--- src/rtl/key_event_gen_pkg.sv ---
// ============================================================================
// Module   : key_event_pkg
// Purpose  : Shared state encoding and timing helpers for key_event_gen.
// Revision : 1.0 - initial release
// ============================================================================
`default_nettype none

package key_event_pkg;

  typedef enum logic [1:0] {
    IDLE      = 2'd0,
    PRESSED   = 2'd1,
    LONG_HELD = 2'd2
  } state_t;

  // Truncating division; a clock below 1 kHz yields 0 and is rejected at elaboration.
  function automatic int unsigned cycles_per_ms(input int unsigned clock_hz);
    return clock_hz / 1000;
  endfunction

endpackage

`default_nettype wire

--- src/rtl/key_event_gen_if.sv ---
// ============================================================================
// Module   : key_event_if
// Purpose  : Key level in, event pulses and held level out.
// Revision : 1.0 - initial release
// ============================================================================
`default_nettype none

interface key_event_if;
  logic key_in;
  logic press;
  logic release_pulse;
  logic long_press;
  logic repeat_pulse;
  logic held;

  modport master (
    output key_in,
    input  press,
    input  release_pulse,
    input  long_press,
    input  repeat_pulse,
    input  held
  );

  modport slave (
    input  key_in,
    output press,
    output release_pulse,
    output long_press,
    output repeat_pulse,
    output held
  );
endinterface

`default_nettype wire

--- src/rtl/key_event_gen_ms_tick_gen.sv ---
// ============================================================================
// Module   : ms_tick_gen
// Purpose  : Millisecond prescaler; tick is high on the last count before wrap.
// Revision : 1.0 - initial release
// ============================================================================
`default_nettype none

module ms_tick_gen #(
  parameter int unsigned CYCLES_PER_MS = 12_000
) (
  input  logic clock,
  input  logic reset,
  input  logic restart,
  output logic tick
);

  localparam int unsigned     c_CW   = (CYCLES_PER_MS > 1) ? $clog2(CYCLES_PER_MS) : 1;
  localparam logic [c_CW-1:0] c_LAST = c_CW'(CYCLES_PER_MS - 1);

  logic [c_CW-1:0] r_cnt;

  always_ff @(posedge clock) begin
    if (reset || restart) begin
      r_cnt <= '0;
    end else if (r_cnt == c_LAST) begin
      r_cnt <= '0;
    end else begin
      r_cnt <= r_cnt + 1'b1;
    end
  end

  assign tick = (r_cnt == c_LAST);

endmodule

`default_nettype wire

--- src/rtl/key_event_gen.sv ---
// ============================================================================
// Module   : key_event_gen
// Purpose  : Turns a debounced key level into press/release/long/repeat pulses.
// Revision : 1.0 - initial release
// ============================================================================
`default_nettype none

module key_event_gen
  import key_event_pkg::*;
#(
  parameter int unsigned CLOCK_HZ      = 12_000_000,
  parameter int unsigned LONG_PRESS_MS = 500,
  parameter int unsigned REPEAT_MS     = 100,
  parameter bit          REPEAT_ENABLE = 1'b1
) (
  input  logic           clock,
  input  logic           reset,
  key_event_if.slave     bus
);

  localparam int unsigned c_CPM   = cycles_per_ms(CLOCK_HZ);
  localparam int unsigned c_MS_W  = $clog2(LONG_PRESS_MS + 1);
  localparam int unsigned c_REP_W = $clog2(REPEAT_MS + 1);

  localparam logic [c_MS_W-1:0]  c_MS_LAST  = c_MS_W'(LONG_PRESS_MS - 1);
  localparam logic [c_REP_W-1:0] c_REP_LAST = c_REP_W'(REPEAT_MS - 1);

  localparam logic [1:0] c_ST_IDLE      = IDLE;
  localparam logic [1:0] c_ST_PRESSED   = PRESSED;
  localparam logic [1:0] c_ST_LONG_HELD = LONG_HELD;

  generate
    if (c_CPM < 1) begin : g_chk_cpm
      $error("key_event_gen: CLOCK_HZ must give at least one cycle per ms");
    end
    if (LONG_PRESS_MS < 1) begin : g_chk_long
      $error("key_event_gen: LONG_PRESS_MS must be at least 1");
    end
    if (REPEAT_MS < 1) begin : g_chk_rep
      $error("key_event_gen: REPEAT_MS must be at least 1");
    end
  endgenerate

  logic                r_key_prev;
  logic [1:0]          r_state;
  logic [c_MS_W-1:0]   r_ms_cnt;
  logic [c_REP_W-1:0]  r_rep_cnt;
  logic                r_press;
  logic                r_release;
  logic                r_long;
  logic                r_repeat;
  logic                r_held;

  logic w_rise;
  logic w_fall;
  logic w_tick;

  assign w_rise = bus.key_in & ~r_key_prev;
  assign w_fall = ~bus.key_in & r_key_prev;

  // Restarting on rise aligns every ms boundary to the press edge.
  ms_tick_gen #(
    .CYCLES_PER_MS (c_CPM)
  ) u_tick (
    .clock   (clock),
    .reset   (reset),
    .restart (w_rise),
    .tick    (w_tick)
  );

  always_ff @(posedge clock) begin
    if (reset) begin
      r_key_prev <= 1'b0;
      r_state    <= c_ST_IDLE;
      r_ms_cnt   <= '0;
      r_rep_cnt  <= '0;
      r_press    <= 1'b0;
      r_release  <= 1'b0;
      r_long     <= 1'b0;
      r_repeat   <= 1'b0;
      r_held     <= 1'b0;
    end else begin
      r_key_prev <= bus.key_in;
      r_press    <= 1'b0;
      r_release  <= 1'b0;
      r_long     <= 1'b0;
      r_repeat   <= 1'b0;

      case (r_state)
        c_ST_IDLE: begin
          if (w_rise) begin
            r_press  <= 1'b1;
            r_held   <= 1'b1;
            r_ms_cnt <= '0;
            r_state  <= c_ST_PRESSED;
          end
        end

        // Fall is tested first so a coincident timed event is dropped.
        c_ST_PRESSED: begin
          if (w_fall) begin
            r_release <= 1'b1;
            r_held    <= 1'b0;
            r_state   <= c_ST_IDLE;
          end else if (w_tick) begin
            r_ms_cnt <= r_ms_cnt + 1'b1;
            if (r_ms_cnt == c_MS_LAST) begin
              r_long    <= 1'b1;
              r_rep_cnt <= '0;
              r_state   <= c_ST_LONG_HELD;
            end
          end
        end

        c_ST_LONG_HELD: begin
          if (w_fall) begin
            r_release <= 1'b1;
            r_held    <= 1'b0;
            r_state   <= c_ST_IDLE;
          end else if (w_tick) begin
            if (r_rep_cnt == c_REP_LAST) begin
              r_repeat  <= REPEAT_ENABLE;
              r_rep_cnt <= '0;
            end else begin
              r_rep_cnt <= r_rep_cnt + 1'b1;
            end
          end
        end

        default: begin
          r_held  <= 1'b0;
          r_state <= c_ST_IDLE;
        end
      endcase
    end
  end

  assign bus.press         = r_press;
  assign bus.release_pulse = r_release;
  assign bus.long_press    = r_long;
  assign bus.repeat_pulse  = r_repeat;
  assign bus.held          = r_held;

endmodule

`default_nettype wire
--- src/flat_wrapper.sv ---
// flat-port wrapper written by rule: the top's interface ports become plain ports
module key_event_gen_flat import key_event_pkg::*;
#(
  parameter int unsigned CLOCK_HZ      = 12_000_000,
  parameter int unsigned LONG_PRESS_MS = 500,
  parameter int unsigned REPEAT_MS     = 100,
  parameter bit          REPEAT_ENABLE = 1'b1
)
  (clock, reset, bus_key_in, bus_press, bus_release_pulse, bus_long_press, bus_repeat_pulse, bus_held);
  key_event_if bus_i ();
  input  logic clock;
  input  logic reset;
  input wire logic [$bits(bus_i.key_in)-1:0] bus_key_in;
  output wire logic [$bits(bus_i.press)-1:0] bus_press;
  output wire logic [$bits(bus_i.release_pulse)-1:0] bus_release_pulse;
  output wire logic [$bits(bus_i.long_press)-1:0] bus_long_press;
  output wire logic [$bits(bus_i.repeat_pulse)-1:0] bus_repeat_pulse;
  output wire logic [$bits(bus_i.held)-1:0] bus_held;
  assign bus_i.key_in = bus_key_in;
  assign bus_press = bus_i.press;
  assign bus_release_pulse = bus_i.release_pulse;
  assign bus_long_press = bus_i.long_press;
  assign bus_repeat_pulse = bus_i.repeat_pulse;
  assign bus_held = bus_i.held;
  key_event_gen #(.CLOCK_HZ(CLOCK_HZ), .LONG_PRESS_MS(LONG_PRESS_MS), .REPEAT_MS(REPEAT_MS), .REPEAT_ENABLE(REPEAT_ENABLE)) u_core (.clock(clock), .reset(reset), .bus(bus_i));
endmodule
--- config.mk ---
export PLATFORM = sky130hd
export DESIGN_NAME = key_event_gen_flat
export DESIGN_NICKNAME = d
export VERILOG_FILES = /design/src/rtl/key_event_gen_pkg.sv /design/src/rtl/key_event_gen_if.sv /design/src/rtl/key_event_gen_ms_tick_gen.sv /design/src/rtl/key_event_gen.sv /design/src/flat_wrapper.sv
export SDC_FILE = /design/constraint.sdc
export NUM_CORES = 1
export LEC_CHECK = 0
export CAP_MARGIN = 20
export CORE_MARGIN = 2
export CORE_UTILIZATION = 59
export CTS_CLUSTER_SIZE = 12
export DETAILED_ROUTE_END_ITERATION = 10
export HOLD_SLACK_MARGIN = 0.02
export PLACE_DENSITY = 0.78
export SLEW_MARGIN = 10
export SYNTH_ARGS = -nofsm -noshare
export SYNTH_HDL_FRONTEND = slang
export SYNTH_SLANG_ARGS = --single-unit
--- constraint.sdc ---
create_clock -name clock -period 3.1 [get_ports clock]
set_input_delay 0.465 -clock clock [delete_from_list [all_inputs] [get_ports clock]]
set_output_delay 0.465 -clock clock [all_outputs]
set_load 0.02 [all_outputs]
== Word level (Yosys, flattened, before mapping) ==
Index checks and enable logic that the tools add are counted.

* Input port bits: 3
* Output and inout bits: 5
* Logic and storage cells: 75
* Bits in registers: 38

* Equal/unequal tests: 15
* Bitwise gates (word level): 9
* Mux-type cells: 24
* Reduce and logical (&&, ||, !) cells: 14
* Add/subtract/negate cells: 3

{| class="wikitable"
|+ Operator list
! operator !! count
|-
| 2-to-1 mux 7 bit || 6
|-
| 2-to-1 mux 9 bit || 3
|-
| case mux 9 bit (2 select lines) || 1
|-
| adder 14 x 1 -> 14 bit, second input constant || 1
|-
| == test 14 bit, second input constant || 1
|-
| case mux 7 bit (2 select lines) || 1
|-
| 2-to-1 mux 2 bit || 5
|-
| inequality test 2 bit, second input constant || 5
|-
| adder 9 x 1 -> 9 bit, second input constant || 1
|-
| == test 9 bit, second input constant || 1
|-
| AND reduction 4 bit || 2
|-
| OR reduction 2 bit || 4
|-
| OR reduction 4 bit || 2
|-
| adder 7 x 1 -> 7 bit, second input constant || 1
|-
| == test 7 bit, second input constant || 1
|-
| inverter 1 bit || 7
|-
| 2-to-1 mux 1 bit || 6
|-
| inequality test 2 x 1 -> 1 bit, second input constant || 3
|-
| case mux 2 bit (3 select lines) || 1
|-
| AND reduction 6 bit || 1
|-
| nonzero test 2 bit || 2
|-
| inequality test 3 x 1 -> 1 bit, second input constant || 1
|-
| inequality test 3 x 2 -> 1 bit, second input constant || 1
|-
| AND 1 bit || 2
|-
| other kinds (6) || 6
|}

== Depth between registers and ports, before layout ==
* Word-level depth: 5
* Depth in mapped cells: 8
* Depth with buffers taken out: 7

== Hierarchy ==
From an unflattened synthesis, not the netlist that was laid out.

* Cells, all modules: 211
* Area, all modules: 1841.8 um2

{| class="wikitable"
|+ By module, submodules not included
! module !! area an instance (um2) !! times used !! cells an instance !! seq. area each (um2)
|-
| key_event_gen || 1226.2 || 1 || 142 || 480.5
|-
| ms_tick_gen || 615.6 || 1 || 69 || 280.3
|}

== Worst setup path before layout ==
No wires, ideal clock.

* Path type: flip-flop to flip-flop
* From: reg u_core.u_tick.r_cnt[12]
* To: reg u_core.r_rep_cnt[2]
* Cell stages (with the launch flop): 8
* Path buffers: 2
* Data arrival time: 2186 ps
* Data required time: 2968 ps
* Setup time: 132 ps
* Period minus slack after synthesis: 2318 ps
* Slack: 782 ps
* Cells stage by stage: dfxtp_1 > or4b_4 > or4_1 > buf_2 > or3_1 > buf_2 > o21ai_1 > a21oi_1

* Word-level cells in the longest chain between the ends: 3
* Elaborated cells on any way between the ends: 4
* Classes of those cells: 3 x eq/ne; 1 x reduce/logical

{| class="wikitable"
|+ Ends and longest elaborated chain
! element !! RTL line !! text
|-
| start: declaration || key_event_gen_ms_tick_gen.sv:20 || <nowiki>logic [c_CW-1:0] r_cnt;</nowiki>
|-
| start signal: assignment || key_event_gen_ms_tick_gen.sv:28 || <nowiki>r_cnt <= r_cnt + 1'b1;</nowiki>
|-
| == test 14 bit (*) || key_event_gen_ms_tick_gen.sv:32 || <nowiki>assign tick = (r_cnt == c_LAST);</nowiki>
|-
| inequality test 2 bit (no line) || - ||
|-
| AND reduction 6 bit (no line) (*) || - ||
|-
| end signal: assignment || key_event_gen.sv:125 || <nowiki>r_rep_cnt <= r_rep_cnt + 1'b1;</nowiki>
|-
| end: declaration || key_event_gen.sv:47 || <nowiki>logic [c_REP_W-1:0] r_rep_cnt;</nowiki>
|}

Mark *: on every way between the ends. The rest lies on a longest branch, timed or not.
A chain may end at the register's enable or synchronous reset.

== Worst setup path after layout ==
* From: reg u_core.u_tick.r_cnt[5]
* To: reg u_core.r_rep_cnt[5]

Same word-level chain as after synthesis.

==> out/metrics.cfg <==
[run_status]
status=finished, final reports clean

[final_layout]
diodes=0
final_cell_count_no_fill=279
drive_above_1_share_pct=3.83
final_core_util_pct=66.8
area_growth_pct=7.44
layout.nets=244

[sta]
rsz0062_at_grt=no
finalSetupTns_ns=0
timing.final.ws_setup_ns=0.609
tightest_slew_ns=0.966
setup_viol=0
skew_ns=0.00926
fmax_mhz=401
timing.final.crit_share_pct=80.4
max_slew_margin_pct=35.0
slew_violations=0
min_period_ns=2.49
hold_viol=0

[floorplanning]
dieWidth_um=60.7
start_util_pct=62.2
design.portCount=8
core_area_um2=3050
dieArea_um2=3690
row_count=20
die_h_um=60.7

[yosys]
syn_avg_cell_area_um2=8.29
synth-main-ff-cell=dfxtp_1
synth_top_area_cell=dfxtp_1
synth.mux.area_fraction_pct=1.65
synth_seq_area_share_pct=40.1
synthMostInstantiatedCell=dfxtp_1
async_reset_ff_share_pct=0
yosys.area_share.simple_pct=30.8
synth_cell_types=40
synthTopCellsByCount=38 x dfxtp_1, 33 x nor2_1, 17 x nand2_1, 16 x nand3_1, 11 x a21oi_1
synthesis.nets=238
ys_warn_count=0
synth_cells=229
synth_seq_cells=38
synth_top_area_share_pct=40.1
ys_top_cells_by_area=dfxtp_1 40%, nor2_1 6.5%, nand3_1 4.2%
synth_edf_count=0
synth_fa_ha_area_share_pct=3.95
synth_top_family_by_area=simple AND/OR/NAND/NOR gates
syn_area_um2=1900
synth_xor_area_share_pct=5.53
synth_compound_area_share_pct=14.3

[global_route]
met1_usage_pct=27.6
gr-usage-all-layers_pct=23.4
grt_pass1_wl_um=6350
busiest_layer=met2
grt_pass1_vias=1535
antenna_found_initial=0
grt_max_degree=28
met3_usage_pct=6.61
grt-ovfl-total=0
grt_util_met2_pct=38.9

[setup_path]
path_class=register to register
path_max_fanout=7
r2r_setup_slack_ns=0.61
critPathRequiredTime_ns=3.33
cp-start-kind=register
end_kind=register
cp.arrival_ns=2.72

[place]
port_buffers=7
place_ws_ns=0.595
numPlacedInstances=272
dp_hpwl_um=2630
finalWeightedCongestion=0.817

[min_path]
hp-class=register to register

[power]
ir_worst_vdd_uv=358
leakage_nw=0.644
power_density_nw_per_um2=481

[cts]
cts_tree=built
clock-root-buffer=clkbuf_4
numCtsBuffers=5
clock_latency_ns=0.34
cts-resized-gates=0
post_cts_buffers=0
cts_sinks=38
clk_pin_slew_worst_paths_ns=0.10
hold_buffers=0
clk_path_buf_depth=2
htreeDepth=2

[detailed_routing]
routed_via_density=5.92
num_vias=1652
ant_nets=0
dr.first_iter.drc_count=111
drt-pass1-iter-count=4
wl_per_cell_um=13.5
drc_errors=0
wl_um=3760

[run]
cap_viol_max_count=0

through the flow:
stage	cell area (µm²)	hold slack, ns	power [mW]
2_1_floorplan	1900	0.430	0.701
3_3_place_gp	2000	0.444	0.753
3_5_place_dp	2000	0.455	0.760
4_1_cts	2040	0.477	0.989
5_1_grt	2040	0.517	1.05
6_report	2040	0.479	0.981
final timing paths:
| kind | from | end | cells after the start |
|---|---|---|---|
| min | u_core.r_rep_cnt[1] | u_core.r_rep_cnt[1] | 2 |
| max reg2reg | u_core.u_tick.r_cnt[5] | u_core.r_rep_cnt[5] | 5 |
| min reg2reg | u_core.r_rep_cnt[1] | u_core.r_rep_cnt[1] | 2 |
| max | u_core.u_tick.r_cnt[5] | u_core.r_rep_cnt[5] | 5 |
worst max-delay path: stages (launching register included):
cell     delay [ns]
dfxtp_1        0.39
or4b_4         0.52
or4_1          0.67
or3_1          0.54
o21ai_1        0.19
a21oi_1        0.08
layout by cell type (no fill, tap or decap), drive strengths merged, types with 2 or more instances in the layout:
cell / count
o221ai: 2
xor2: 9
clkdlybuf4s50: 7
nand3: 16
inv: 9
a311oi: 6
dfxtp: 38
nor4: 5
nand3b: 4
clkbuf: 7
xnor2: 3
nor3b: 2
and3: 4
or3: 2
nand2: 17
nand2b: 4
mux2i: 2
a41oi: 2
a21oi: 11
o21ai: 13
ha: 6
o31a: 2
a31oi: 2
nor2b: 7
nor2: 33
nand4: 7
nor3: 3
kinds of logic (layout without fill, tap and decap cells):
logic type                 count (synthesis)  after routing
AOI/OAI and AO/OA                         42             42
xor gates and xnor gates                  12             12
adders and majority gates                  6              6
buffers and inverters                     18             24
DFF                                       38             38
muxes                                      3              3
and+or+nand+nor                          110            110
registers in the layout, summed over array words and instances, names as in the netlist:
register,cells
u_core.bus.press,1
u_core.bus.held,1
u_core.r_state,2
u_core.r_key_prev,1
u_core.bus.repeat_pulse,1
u_core.bus.release_pulse,1
u_core.r_ms_cnt,9
u_core.r_rep_cnt,7
u_core.u_tick.r_cnt,14
u_core.bus.long_press,1
where the power goes:
part	switching, mW	internal (mW)
sequential	0.0123	0.507
clock	0.144	0.0855
combinational	0.144	0.0887
total	0.300	0.681
final cells by class:
| class | count | area, µm² |
|---|---|---|
| repair buffers | 8 | 77.6 |
| clock buffers | 7 | 45.0 |
| well taps | 44 | 55.1 |
| fillers | 265 | 1010 |
| multi-input cells | 173 | 1070 |
| inverters | 9 | 33.8 |
| flip-flops and latches | 38 | 761 |
layer usage:
metal | part of all wire, % | wire length [µm]
met1 | 44 | 1670
met2 | 47 | 1780
met3 | 5.8 | 219
met4 | 2.2 | 84
met5 | 0 | 0
Power figures use the tool's default switching activity.
